<file path="src/rtl/alu_arbiter_if.sv">
// Requester-side bundle of the shared ALU arbiter: request/operand inputs and
// grant/done/result/busy status back to the two clients.
interface alu_arbiter_if #(
    parameter int WIDTH = 4,
    parameter int SEL_W = 3
);
    logic             req0;
    logic             req1;
    logic [SEL_W-1:0] op0;
    logic [SEL_W-1:0] op1;
    logic [WIDTH-1:0] a0;
    logic [WIDTH-1:0] b0;
    logic [WIDTH-1:0] a1;
    logic [WIDTH-1:0] b1;
    logic             gnt0;
    logic             gnt1;
    logic             done0;
    logic             done1;
    logic             busy;
    logic [WIDTH-1:0] result;

    modport master (
        output req0, req1, op0, op1, a0, b0, a1, b1,
        input  gnt0, gnt1, done0, done1, busy, result
    );

    modport slave (
        input  req0, req1, op0, op1, a0, b0, a1, b1,
        output gnt0, gnt1, done0, done1, busy, result
    );
endinterface

</file>
<file path="src/rtl/alu_arbiter.sv">
// Round-robin two-port arbiter/sequencer for an external combinational ALU.
// Optional per-port completion counters cnt0/cnt1 when ALU_ARB_STATS_EN is defined.
module alu_arbiter #(
    parameter int WIDTH = 4,
    parameter int SEL_W = 3
) (
    input  logic             clk,
    input  logic             rst_n,
    alu_arbiter_if.slave     bus,
    output logic [SEL_W-1:0] alu_s,
    output logic [WIDTH-1:0] alu_a,
    output logic [WIDTH-1:0] alu_b,
    input  logic [WIDTH-1:0] alu_f
`ifdef ALU_ARB_STATS_EN
    ,
    output logic [7:0]       cnt0,
    output logic [7:0]       cnt1
`endif
);

    typedef enum logic [1:0] {IDLE, ISSUE, DONE} state_t;

    state_t           state_reg;
    state_t           state_next;
    logic             owner_reg;
    logic             prio_reg;
    logic             winner;
    logic [SEL_W-1:0] alu_s_reg;
    logic [WIDTH-1:0] alu_a_reg;
    logic [WIDTH-1:0] alu_b_reg;
    logic [WIDTH-1:0] result_reg;

    // With both requesting the pointer decides; otherwise the lone requester wins.
    assign winner = (bus.req0 && bus.req1) ? prio_reg : bus.req1;

    always_ff @(posedge clk or negedge rst_n) begin
        if (!rst_n) begin
            state_reg <= IDLE;
        end else begin
            state_reg <= state_next;
        end
    end

    always_comb begin
        state_next = state_reg;
        case (state_reg)
            IDLE:    if (bus.req0 || bus.req1) state_next = ISSUE;
            ISSUE:   state_next = DONE;
            DONE:    state_next = IDLE;
            default: state_next = IDLE;
        endcase
    end

    // Grant/done are decoded from state and owner so they cannot disagree.
    always_comb begin
        bus.busy  = (state_reg != IDLE);
        bus.gnt0  = (state_reg != IDLE) && !owner_reg;
        bus.gnt1  = (state_reg != IDLE) &&  owner_reg;
        bus.done0 = (state_reg == DONE) && !owner_reg;
        bus.done1 = (state_reg == DONE) &&  owner_reg;
    end

    always_ff @(posedge clk or negedge rst_n) begin
        if (!rst_n) begin
            owner_reg  <= 1'b0;
            prio_reg   <= 1'b0;
            alu_s_reg  <= '0;
            alu_a_reg  <= '0;
            alu_b_reg  <= '0;
            result_reg <= '0;
        end else begin
            case (state_reg)
                IDLE: begin
                    if (bus.req0 || bus.req1) begin
                        owner_reg <= winner;
                        alu_s_reg <= winner ? bus.op1 : bus.op0;
                        alu_a_reg <= winner ? bus.a1  : bus.a0;
                        alu_b_reg <= winner ? bus.b1  : bus.b0;
                    end
                end
                ISSUE: result_reg <= alu_f;
                DONE:  prio_reg   <= ~owner_reg;
                default: ;
            endcase
        end
    end

    assign alu_s      = alu_s_reg;
    assign alu_a      = alu_a_reg;
    assign alu_b      = alu_b_reg;
    assign bus.result = result_reg;

`ifdef ALU_ARB_STATS_EN
    // Counted on the edge that raises done, so the count is visible with the pulse.
    for (genvar gi = 0; gi < 2; gi++) begin : g_cnt
        logic [7:0] cnt_reg;
        always_ff @(posedge clk or negedge rst_n) begin
            if (!rst_n) begin
                cnt_reg <= 8'd0;
            end else if (state_reg == ISSUE && owner_reg == 1'(gi) && cnt_reg != 8'hFF) begin
                cnt_reg <= cnt_reg + 8'd1;
            end
        end
    end
    assign cnt0 = g_cnt[0].cnt_reg;
    assign cnt1 = g_cnt[1].cnt_reg;
`endif

endmodule

</file>
<file path="src/flat_wrapper.sv">
// flat-port wrapper written by rule: the top's interface ports become plain ports
module alu_arbiter_flat 
#(
    parameter int WIDTH = 4,
    parameter int SEL_W = 3
)
  (clk, rst_n, alu_s, alu_a, alu_b, alu_f, bus_req0, bus_req1, bus_op0, bus_op1, bus_a0, bus_b0, bus_a1, bus_b1, bus_gnt0, bus_gnt1, bus_done0, bus_done1, bus_busy, bus_result);
  alu_arbiter_if #(.WIDTH(WIDTH), .SEL_W(SEL_W)) bus_i ();
  input  logic clk;
  input  logic rst_n;
  output logic [SEL_W-1:0] alu_s;
  output logic [WIDTH-1:0] alu_a;
  output logic [WIDTH-1:0] alu_b;
  input  logic [WIDTH-1:0] alu_f;
  input wire logic [$bits(bus_i.req0)-1:0] bus_req0;
  input wire logic [$bits(bus_i.req1)-1:0] bus_req1;
  input wire logic [$bits(bus_i.op0)-1:0] bus_op0;
  input wire logic [$bits(bus_i.op1)-1:0] bus_op1;
  input wire logic [$bits(bus_i.a0)-1:0] bus_a0;
  input wire logic [$bits(bus_i.b0)-1:0] bus_b0;
  input wire logic [$bits(bus_i.a1)-1:0] bus_a1;
  input wire logic [$bits(bus_i.b1)-1:0] bus_b1;
  output wire logic [$bits(bus_i.gnt0)-1:0] bus_gnt0;
  output wire logic [$bits(bus_i.gnt1)-1:0] bus_gnt1;
  output wire logic [$bits(bus_i.done0)-1:0] bus_done0;
  output wire logic [$bits(bus_i.done1)-1:0] bus_done1;
  output wire logic [$bits(bus_i.busy)-1:0] bus_busy;
  output wire logic [$bits(bus_i.result)-1:0] bus_result;
  assign bus_i.req0 = bus_req0;
  assign bus_i.req1 = bus_req1;
  assign bus_i.op0 = bus_op0;
  assign bus_i.op1 = bus_op1;
  assign bus_i.a0 = bus_a0;
  assign bus_i.b0 = bus_b0;
  assign bus_i.a1 = bus_a1;
  assign bus_i.b1 = bus_b1;
  assign bus_gnt0 = bus_i.gnt0;
  assign bus_gnt1 = bus_i.gnt1;
  assign bus_done0 = bus_i.done0;
  assign bus_done1 = bus_i.done1;
  assign bus_busy = bus_i.busy;
  assign bus_result = bus_i.result;
  alu_arbiter #(.WIDTH(WIDTH), .SEL_W(SEL_W)) u_core (.clk(clk), .rst_n(rst_n), .bus(bus_i), .alu_s(alu_s), .alu_a(alu_a), .alu_b(alu_b), .alu_f(alu_f));
endmodule
</file>
<file path="config.mk">
export PLATFORM = sky130hd
export DESIGN_NAME = alu_arbiter_flat
export DESIGN_NICKNAME = d
export VERILOG_FILES = /design/src/rtl/alu_arbiter_if.sv /design/src/rtl/alu_arbiter.sv /design/src/flat_wrapper.sv
export SDC_FILE = /design/constraint.sdc
export NUM_CORES = 1
export LEC_CHECK = 0
export BUFFER_PORTS_ARGS = -buffer_cell sky130_fd_sc_hd__buf_2
export CAP_MARGIN = 20
export CELL_PAD_IN_SITES_DETAIL_PLACEMENT = 0
export CELL_PAD_IN_SITES_GLOBAL_PLACEMENT = 1
export CORE_ASPECT_RATIO = 0.7
export CORE_MARGIN = 3
export CORE_UTILIZATION = 34
export DETAILED_ROUTE_END_ITERATION = 10
export PLACE_DENSITY = 0.85
export SYNTH_ARGS = -nofsm -noshare
export SYNTH_HDL_FRONTEND = slang
export SYNTH_SLANG_ARGS = --single-unit
</file>
<file path="constraint.sdc">
create_clock -name clk -period 2.5 [get_ports clk]
set_input_delay 0.25 -clock clk [delete_from_list [all_inputs] [get_ports clk]]
set_output_delay 0.25 -clock clk [all_outputs]
set_load 0.01 [all_outputs]
</file>
# Word level (Yosys, flattened, before mapping)
# Index checks and enable logic that the tools add are counted.
word_totals:
  in_bits: 30
  output_inout_bits: 20
  reg_bits: 19
classes:
  bitwise_logic: 1
  eq_ne: 3
  n_mux: 6
  n_reduce_logical: 10
ops:
  columns: ["operator", "n"]
  rows:
  - ["$mux W4", 2]
  - ["$logic_and A1 B1 Y1", 5]
  - ["$pmux W2 S2", 1]
  - ["$mux W3", 1]
  - ["$eq A2 B1 Y1 const B", 1]
  - ["$eq A2 B2 Y1 const B", 1]
  - ["$logic_not A2 Y1", 1]
  - ["$mux W2", 1]
  - ["$ne A2 B1 Y1 const B", 1]
  - ["$reduce_and A2 Y1", 1]
  - ["$reduce_bool A2 Y1", 1]
  - ["$logic_not A1 Y1", 1]
  - ["$logic_or A1 B1 Y1", 1]
  - ["$mux W1", 1]
  - ["$not A1 Y1", 1]

# Logic depth before layout (Yosys ltp)
# Gate-level depths: netlist of the first run.
logic_depth:
  word_depth: 3
  ltp_mapped: 4

# Worst setup path before layout of the first run
# No wires, ideal clock.
synth_path:
  path_type: "reg2reg"
  from: "register u_core.state_reg[1]"
  to: "register u_core.alu_a_reg[0], in the netlist u_core.alu_a[0]"
  arrival_ps: 1008
  setup_slack_ps: 1360
  path_stages_with_launch: 5
  n_path_buf: 1
  path_cell_list: "dfrtp_1 > nor2_2 > and2_4 > buf_6 > a31oi_2"
synth_between:
  elab_chain_len: 2
synth_lines:
  columns: ["item", "line", "text"]
  rows:
  - ["start, declared", "alu_arbiter.sv:23", "state_t state_reg;"]
  - ["start signal, assigned", "alu_arbiter.sv:40", "state_reg <= state_next;"]
  - ["$logic_not A2 Y1", "alu_arbiter.sv:72", "case (state_reg)"]
  - ["$reduce_and A2 Y1 (no source line)", null, null]
  - ["end signal, assigned", "alu_arbiter.sv:77", "alu_a_reg <= winner ? bus.a1 : bus.a0;"]
  - ["end, declared", "alu_arbiter.sv:29", "logic [WIDTH-1:0] alu_a_reg;"]
# No other way between the ends.
# A chain may end at the register's enable or synchronous reset.

# Final worst setup path of the first run
layout_path:
  from: "register u_core.state_reg[1]"
  to: "output bus_busy"
layout_between:
  elab_chain_len: 1
layout_lines:
  columns: ["item", "line", "text"]
  rows:
  - ["$reduce_bool A2 Y1", "alu_arbiter.sv:56", "bus.busy = (state_reg != IDLE);"]
  - ["end, declared", "flat_wrapper.sv:27", "output wire logic [$bits(bus_i.busy)-1:0] bus_busy;"]
# No other way between the ends.

==> summary.md, run 1 <==
| Metric | Value |
|---|---|
| Worst-path clk slew | 60 ps |
| Met3 global-route usage | 3.00% |
| Number of flops mapped to enable cells by yosys | 0 |
| Area Growth Syn to Fin | 31.9% |
| IO Pins | 50 |
| Worst skew pair latency | 250 ps |
| RSZ-0062 raised after global routing | false |
| Critical Path Source Type | flop |
| WHS | 231 ps |
| Syn Area/Cell | 10.2 um2 |
| Status | completed |
| Post-CTS resize count | 0 |
| Power Total | 1.49 mW |
| Drt first pass iters | 3 |
| Hold buffer count at cts | 1 |
| # diodes | 0 |
| Root buffer cell | clkbuf_8 |
| FFs w/ async S/R, synth | 100% |
| Antenna-violating nets left | 0 |
| Met1 Track Usage GR | 16.4% |
| Setup TNS | 0 ps |
| Busiest grt layer | met2 |
| Vias in the first global route | 868 |
| Worst-Margin Slew | 684 ps |
| Period utilization | 65.6% |
| Starting Density | 37.2% |
| Fin util | 49.0% |
| Clk_skew | 6.25 ps |
| Final worst slack | 859 ps |
| Die height | 50.2 um |
| First-pass GRT wire length | 4000 um |
| Crit Path Max Fanout | 16 |
| Inst Count DP | 169 |
| Clk sinks | 19 |
| Yosys warnings | 0 |
| Drt wl/cell | 13.8 um |
| CP arrival | 1390 ps |
| CTS tree | yes |
| 1st-iter DRT viols | 21 |
| Sequential area share after synthesis | 50.1% |
| FF+latch count, synth | 19 |
| Placement Setup Slack | 950 ps |
| CORE AREA | 2550 um2 |
| Yosys cell types | 20 |
| Vias/cell | 4.97 |
| Final WL | 2400 um |
| PortBufs | 49 |
| Max cap viols | 0 |
| CP Data Required Time | 2250 ps |
| Final GP Congestion | 0.715 |
| Peak VDD IR | 0.000302 V |
| Achievable Freq | 0.610 GHz |
| Grt total ovfl | 0 |
| Power per Cell Area | 1190 nW/um2 |
| Site Rows | 15 |
| Total CTS buffers | 3 |
| GR Util All Layers | 14.3% |
| Design area | 1250 um2 |
| Setup-failing EPs final | 0 |
| DRC Markers | 0 |
| Die X | 69.1 um |
| Leak | 0.584 nW |
| CP Capture Type | output pin |
| Initial antenna violation count | 0 |
| Synth Instances | 93 |
| Mapped Area | 948 um2 |
| Placed instance area | 1200 um2 |
| M2 GR Usage | 26.7% |
| Total setup buffers inserted after CTS | 0 |
| Non-filler cells, final | 174 |
| Nets@finish | 171 |
| Syn nets | 123 |
| Setup Crit Path Kind | reg2out |
| Clock buffer depth | 2 |
| Most common cell after layout, fill and taps aside | buf_2 |
| Most frequent cells in the layout | buf_2 (49), dfrtp_1 (19), nand3_1 (12), a21oi_1 (12), o21ai_0 (11) |
| DPL Wire Length | 1850 um |
| Vias | 864 |
| Layout cells sized above 1 | 47.9% |
| Largest net degree at the start of global routing | 20 |
| Final min period | 1640 ps |
| Relative slew slack | 54.3% |
| Final Max Tran Viols | 0 |
| Total Die Area | 3470 um2 |
| Most used DFF post-synth | dfrtp_1 |
| Hold Path Class | in2reg |
| Htree depth | 1 |
| Hold Violations, Final | 0 |
cells in the mapped netlist, types with 2 or more instances:
library cell   n  area, um2
dfrtp_1       19        475
clkbuf_1       3       11.3
a21oi_1       12       60.1
o21ai_0       11       55.1
nand2b_1       2       12.5
mux2_2         4       45.0
and3_1         2       12.5
nand3_1       12       60.1
a31oi_2        9        113
a31oi_1        2       12.5
buf_2          2       10.0
inv_1          5       18.8
nor2_1         3       11.3
metal layers:
| metal | vias to the layer above | wire length [um] |
|---|---|---|
| li1 | 429 | - |
| met1 | 412 | 1020 |
| met2 | 19 | 1250 |
| met3 | 4 | 107 |
| met4 | 0 | 32 |
| met5 | - | 0 |
worst paths after layout:
path	endpoint	slack, ps	depth (start not counted)	start
max	bus_busy	860	3	u_core.state_reg[1]
min	u_core.bus.result[1]	230	2	alu_f[1]
max reg2reg	u_core.alu_a[1]	970	3	u_core.state_reg[1]
min reg2reg	u_core.bus.result[2]	500	1	u_core.bus.result[2]
max in group asynchronous	u_core.bus.result[2]	1730	2	rst_n
min in group asynchronous	u_core.alu_b[1]	460	2	rst_n
report_power, final:
group	internal, mW	switching (mW)	leakage, nW
clock	0.113	0.0979	0.0228
combinational	0.318	0.412	0.344
sequential	0.465	0.0880	0.218
total	0.897	0.598	0.584
area by class of cell:
type / instances / area (um2)
fillers: 269 / 1300
flip-flops and latches: 19 / 475
multi-input cells: 62 / 414
repair buffers: 50 / 255
clock buffers: 4 / 45.0
well taps: 34 / 42.5
inverters: 5 / 18.8
cell families (layout without fill, tap and decap cells):
| kind of cell | count (synthesis) | after routing | synth area share [%] |
|---|---|---|---|
| AOI/OAI and AO/OA | 35 | 35 | 25.9 |
| DFF | 19 | 19 | 50.1 |
| and+or+nand+nor | 23 | 23 | 13.1 |
| buffers and inverters | 12 | 59 | 6.20 |
| muxes | 4 | 4 | 4.75 |
worst max-delay path, cell delays in order, from the launching register on:
cell and delay (ps):
dfrtp_1 430, nor2_2 490, inv_1 70, buf_2 150
Power figures use the tool's default switching activity.
==> run 2, diff against run 1 <==
--- a/config.mk
+++ b/config.mk
@@ -5,15 +5,16 @@
 export SDC_FILE = /design/constraint.sdc
 export NUM_CORES = 1
 export LEC_CHECK = 0
+export ABC_AREA = 1
 export BUFFER_PORTS_ARGS = -buffer_cell sky130_fd_sc_hd__buf_2
 export CAP_MARGIN = 20
 export CELL_PAD_IN_SITES_DETAIL_PLACEMENT = 0
 export CELL_PAD_IN_SITES_GLOBAL_PLACEMENT = 1
 export CORE_ASPECT_RATIO = 0.7
 export CORE_MARGIN = 3
-export CORE_UTILIZATION = 34
+export CORE_UTILIZATION = 27
 export DETAILED_ROUTE_END_ITERATION = 10
-export PLACE_DENSITY = 0.85
+export PLACE_DENSITY = 0.77
 export SYNTH_ARGS = -nofsm -noshare
 export SYNTH_HDL_FRONTEND = slang
 export SYNTH_SLANG_ARGS = --single-unit
==> constraint.sdc (replaced) <==
create_clock -name clk -period 1.4 [get_ports clk]
set_input_delay 0.14 -clock clk [delete_from_list [all_inputs] [get_ports clk]]
set_output_delay 0.14 -clock clk [all_outputs]
set_load 0.01 [all_outputs]
==> run 2 against run 1 <==
Net effect:
- global-route usage shrank 2.7 points
- clock power up 83%
- die area grew 25%
- sequential power up 77%
- worst setup slack worse by 740 ps
- flip-flop and latch count did not move
- combinational power up 62%
- largest cell class unchanged
- via count rose by 14%
- power increased by 70%
- sequential share of layout area shrank 1.7 points
- cell area up 4.7%
==> summary.md, run 2 <==
| Metric | Value |
|---|---|
| Achievable Freq | 0.783 GHz |
| CP Capture Type | output pin |
| Clk_skew | 4.14 ps (-2.11 ps) |
| Setup TNS | 0 ps (unchanged) |
| Sequential area share after synthesis | 49.4% (-0.72 points) |
| Synth top cells by count | nand2_1 (50), inv_1 (27), nand3_1 (22) |
| Grt total ovfl | 0 (unchanged) |
| DPL Wire Length | 2020 um (+9.2%) |
| Worst-Margin Slew | 450 ps (-234 ps) |
| GR Util All Layers | 11.7% (-2.7 points) |
| DRC Markers | 0 (unchanged) |
| Clk sinks | 19 (unchanged) |
| CP arrival | 1140 ps (-250 ps) |
| Cells on Worst Hold Path | 3 (+1) |
| Leak | 0.826 nW (+41%) |
| Vias/cell | 4.23 (-15%) |
| CP Data Required Time | 1260 ps (-990 ps) |
| Most frequent cells in the layout | nand2_1 (50), buf_2 (49), inv_1 (27), nand3_1 (22), dfrtp_1 (19) |
| R2R Path Start | u_core.state_reg[0] |
| RSZ-0062 raised after global routing | false |
| Mapped Area | 962 um2 (+1.5%) |
| Crit-path leading delay family | flip-flops |
| Synth Area in Compound Gates | 1.04% (-25 points) |
| Vias in the first global route | 903 (+4.0%) |
| Starting Density | 29.4% (-7.8 points) |
| Synth Area in Simple Gates | 35.1% (+22 points) |
| Placed instance area | 1250 um2 (+4.9%) |
| Number of flops mapped to enable cells by yosys | 0 (unchanged) |
| Yosys cell types | 13 (-35%) |
| Most used DFF post-synth | dfrtp_1 |
| Layout cells sized above 1 | 31.2% (-17 points) |
| Top cell type by total area after synthesis | dfrtp_1 |
| Site Rows | 17 (+2) |
| Hold Path Class | in2reg |
| Die X | 77.4 um (+12%) |
| Setup Crit Path Kind | reg2out |
| FFs w/ async S/R, synth | 100% (unchanged) |
| Die height | 55.9 um (+11%) |
| Design area | 1310 um2 (+4.7%) |
| Mux cell area share after synthesis | 0% (-4.7 points) |
| Clock buffer depth | 2 (unchanged) |
| Htree depth | 1 (unchanged) |
| CTS tree | yes |
| Multi-input logic area | 348 um2 (-16%) |
| Relative slew slack | 70.0% (+16 points) |
| Post-CTS resize count | 0 (unchanged) |
| Final GP Congestion | 0.738 (+3.2%) |
| Final Max Tran Viols | 0 (unchanged) |
| Max cap viols | 0 (unchanged) |
| Status | completed |
| Hold Violations, Final | 0 (unchanged) |
| Adder-Cell Fraction of Synth Area | 0% (unchanged) |
| Initial antenna violation count | 0 (unchanged) |
| Peak VDD IR | 0.000610 V (+100%) |
| First-pass GRT wire length | 4060 um (+1.7%) |
| PortBufs | 49 (unchanged) |
| Syn Area/Cell | 7.18 um2 (-30%) |
| Critical R2R Capture | u_core.owner_reg |
| Antenna-violating nets left | 0 (unchanged) |
| Yosys warnings | 0 (unchanged) |
| Syn nets | 164 (+33%) |
| Count leader, synth | nand2_1 |
| CORE AREA | 3280 um2 (+28%) |
| Nets@finish | 217 (+27%) |
| Register area | 475 um2 (unchanged) |
| Setup-failing EPs final | 0 (unchanged) |
| Final min period | 1280 ps |
| Worst-path clk slew | 70 ps (about the same) |
| Power per Cell Area | 1940 nW/um2 (+63%) |
| Yosys top cell area share | 49.4% (-0.72 points) |
| Hold path start | alu_f[0] |
| Total CTS buffers | 3 (unchanged) |
| Worst-path cell chain | inv_1 -> nand2_1 -> nor2_1 -> buf_2 |
| Synth top area cells | dfrtp_1 (49%), nand2_1 (20%), nand3_1 (11%) |
| Worst path bufs/invs | 2 (unchanged) |
| Worst skew pair latency | 260 ps (about the same) |
| Vias | 986 (+14%) |
| Slowest cell on crit path | dfrtp_1 |
| Post-Synth XOR/XNOR Area | 0% (unchanged) |
| Slowest stage delay, CP | 410 ps (-80 ps) |
| Most common cell after layout, fill and taps aside | nand2_1 |
| Area Growth Syn to Fin | 36.2% |
| IO Pins | 50 (unchanged) |
| Largest net degree at the start of global routing | 20 (unchanged) |
| Synth Instances | 134 (+44%) |
| Drt wl/cell | 11.2 um (-19%) |
| Total Die Area | 4330 um2 (+25%) |
| Crit Path Max Fanout | 3 (-13) |
| Drt first pass iters | 4 (+1) |
| Final WL | 2620 um (+8.8%) |
| Fin util | 40.0% (-9.0 points) |
| Critical Path Source Type | flop |
| Root buffer cell | clkbuf_8 |
| Worst r2r path cells | 6 (+3) |
| 1st-iter DRT viols | 119 (+470%) |
| Worst Hold End | u_core.bus.result[0] |
| FF+latch count, synth | 19 (unchanged) |
| Reg2reg setup slack | 210 ps (-760 ps) |
| Period utilization | 91.2% |
| Largest family of logic cells by synthesized area | simple AND/OR/NAND/NOR gates |
| Filler Cells Inserted | 336 (+25%) |
| # diodes | 0 (unchanged) |
[run 2: cell count changes after synthesis, moves of 4 or more]
cell	change
a31oi_2	-9
nand3_1	+10
nand2_1	+50
mux2_2	-4
a21oi_1	-11
o21ai_0	-10
inv_1	+22
[run 2: cell type report]
cell class	instances	share of cell area [%]
Timing Repair Buffer	53	21.2
Tap cell	47	4.49
Sequential cell	19	36.3
Inverter	28	8.02
Multi-Input combinational cell	82	26.6
Clock buffer	4	3.44
[run 2: how the worst max path moves through the flow]
stage	startpoint	endpoint	slack, ps	cells past startpoint
detailed placement	u_core.prio_reg	u_core.alu_b[0]	240	6
floorplan	u_core.state_reg[0]	u_core.alu_a[0]	360	7
finish	u_core.state_reg[0]	bus_done1	120	4
global placement	u_core.state_reg[0]	u_core.owner_reg	280	6
CTS	u_core.state_reg[0]	bus_done1	130	4
global route	u_core.state_reg[0]	bus_done1	30	4
[run 2: cells by family (layout without fill, tap and decap cells)]
| kind of cell | Yosys count | count (layout) |
|---|---|---|
| AND/OR/NAND/NOR | 80 | 80 |
| buffers and inverters | 33 | 85 |
| flip-flops | 19 | 19 |
| AO/OA/AOI/OAI | 2 | 2 |
[run 2: through the flow]
stage / std cells / hold WS (ps) / power [mW] / worst slack, ps
final: 233 / 78.4 / 2.54 / 123
after detailed placement: 228 / 116 / 2.17 / 238
after CTS: 233 / 72.5 / 2.57 / 126
after global routing: 233 / 78.8 / 2.74 / 32.7
after floorplan: 134 / -156 / 1.71 / 359
after global placement: 228 / 100 / 2.13 / 278
[run 2: per-layer routing]
layer,part of all wire [%],track usage [%],wire [um]
met4,0.80,3.05,21
met5,0,0,0
met2,49,19.9,1270
met1,46,14.6,1210
met3,4.4,3.24,115
[run 2: tightest hold or removal path, delay by kind of cell]
kind / cells / cell delay, ps
simple gates: 2 / 90
buf+inv: 1 / 80
[run 2: report_power, final]
part           switching, mW  total (mW)  leakage [nW]  internal, mW
Clock                  0.185       0.387        0.0228         0.202
Sequential             0.157       0.978         0.231         0.821
Combinational          0.723        1.18         0.573         0.456
[run 2: repair_timing]
action                                 in CTS  in global routing
endpoints found under the hold margin      19                  0
hold buffers                                1                  0
buffers inserted                            0                  0
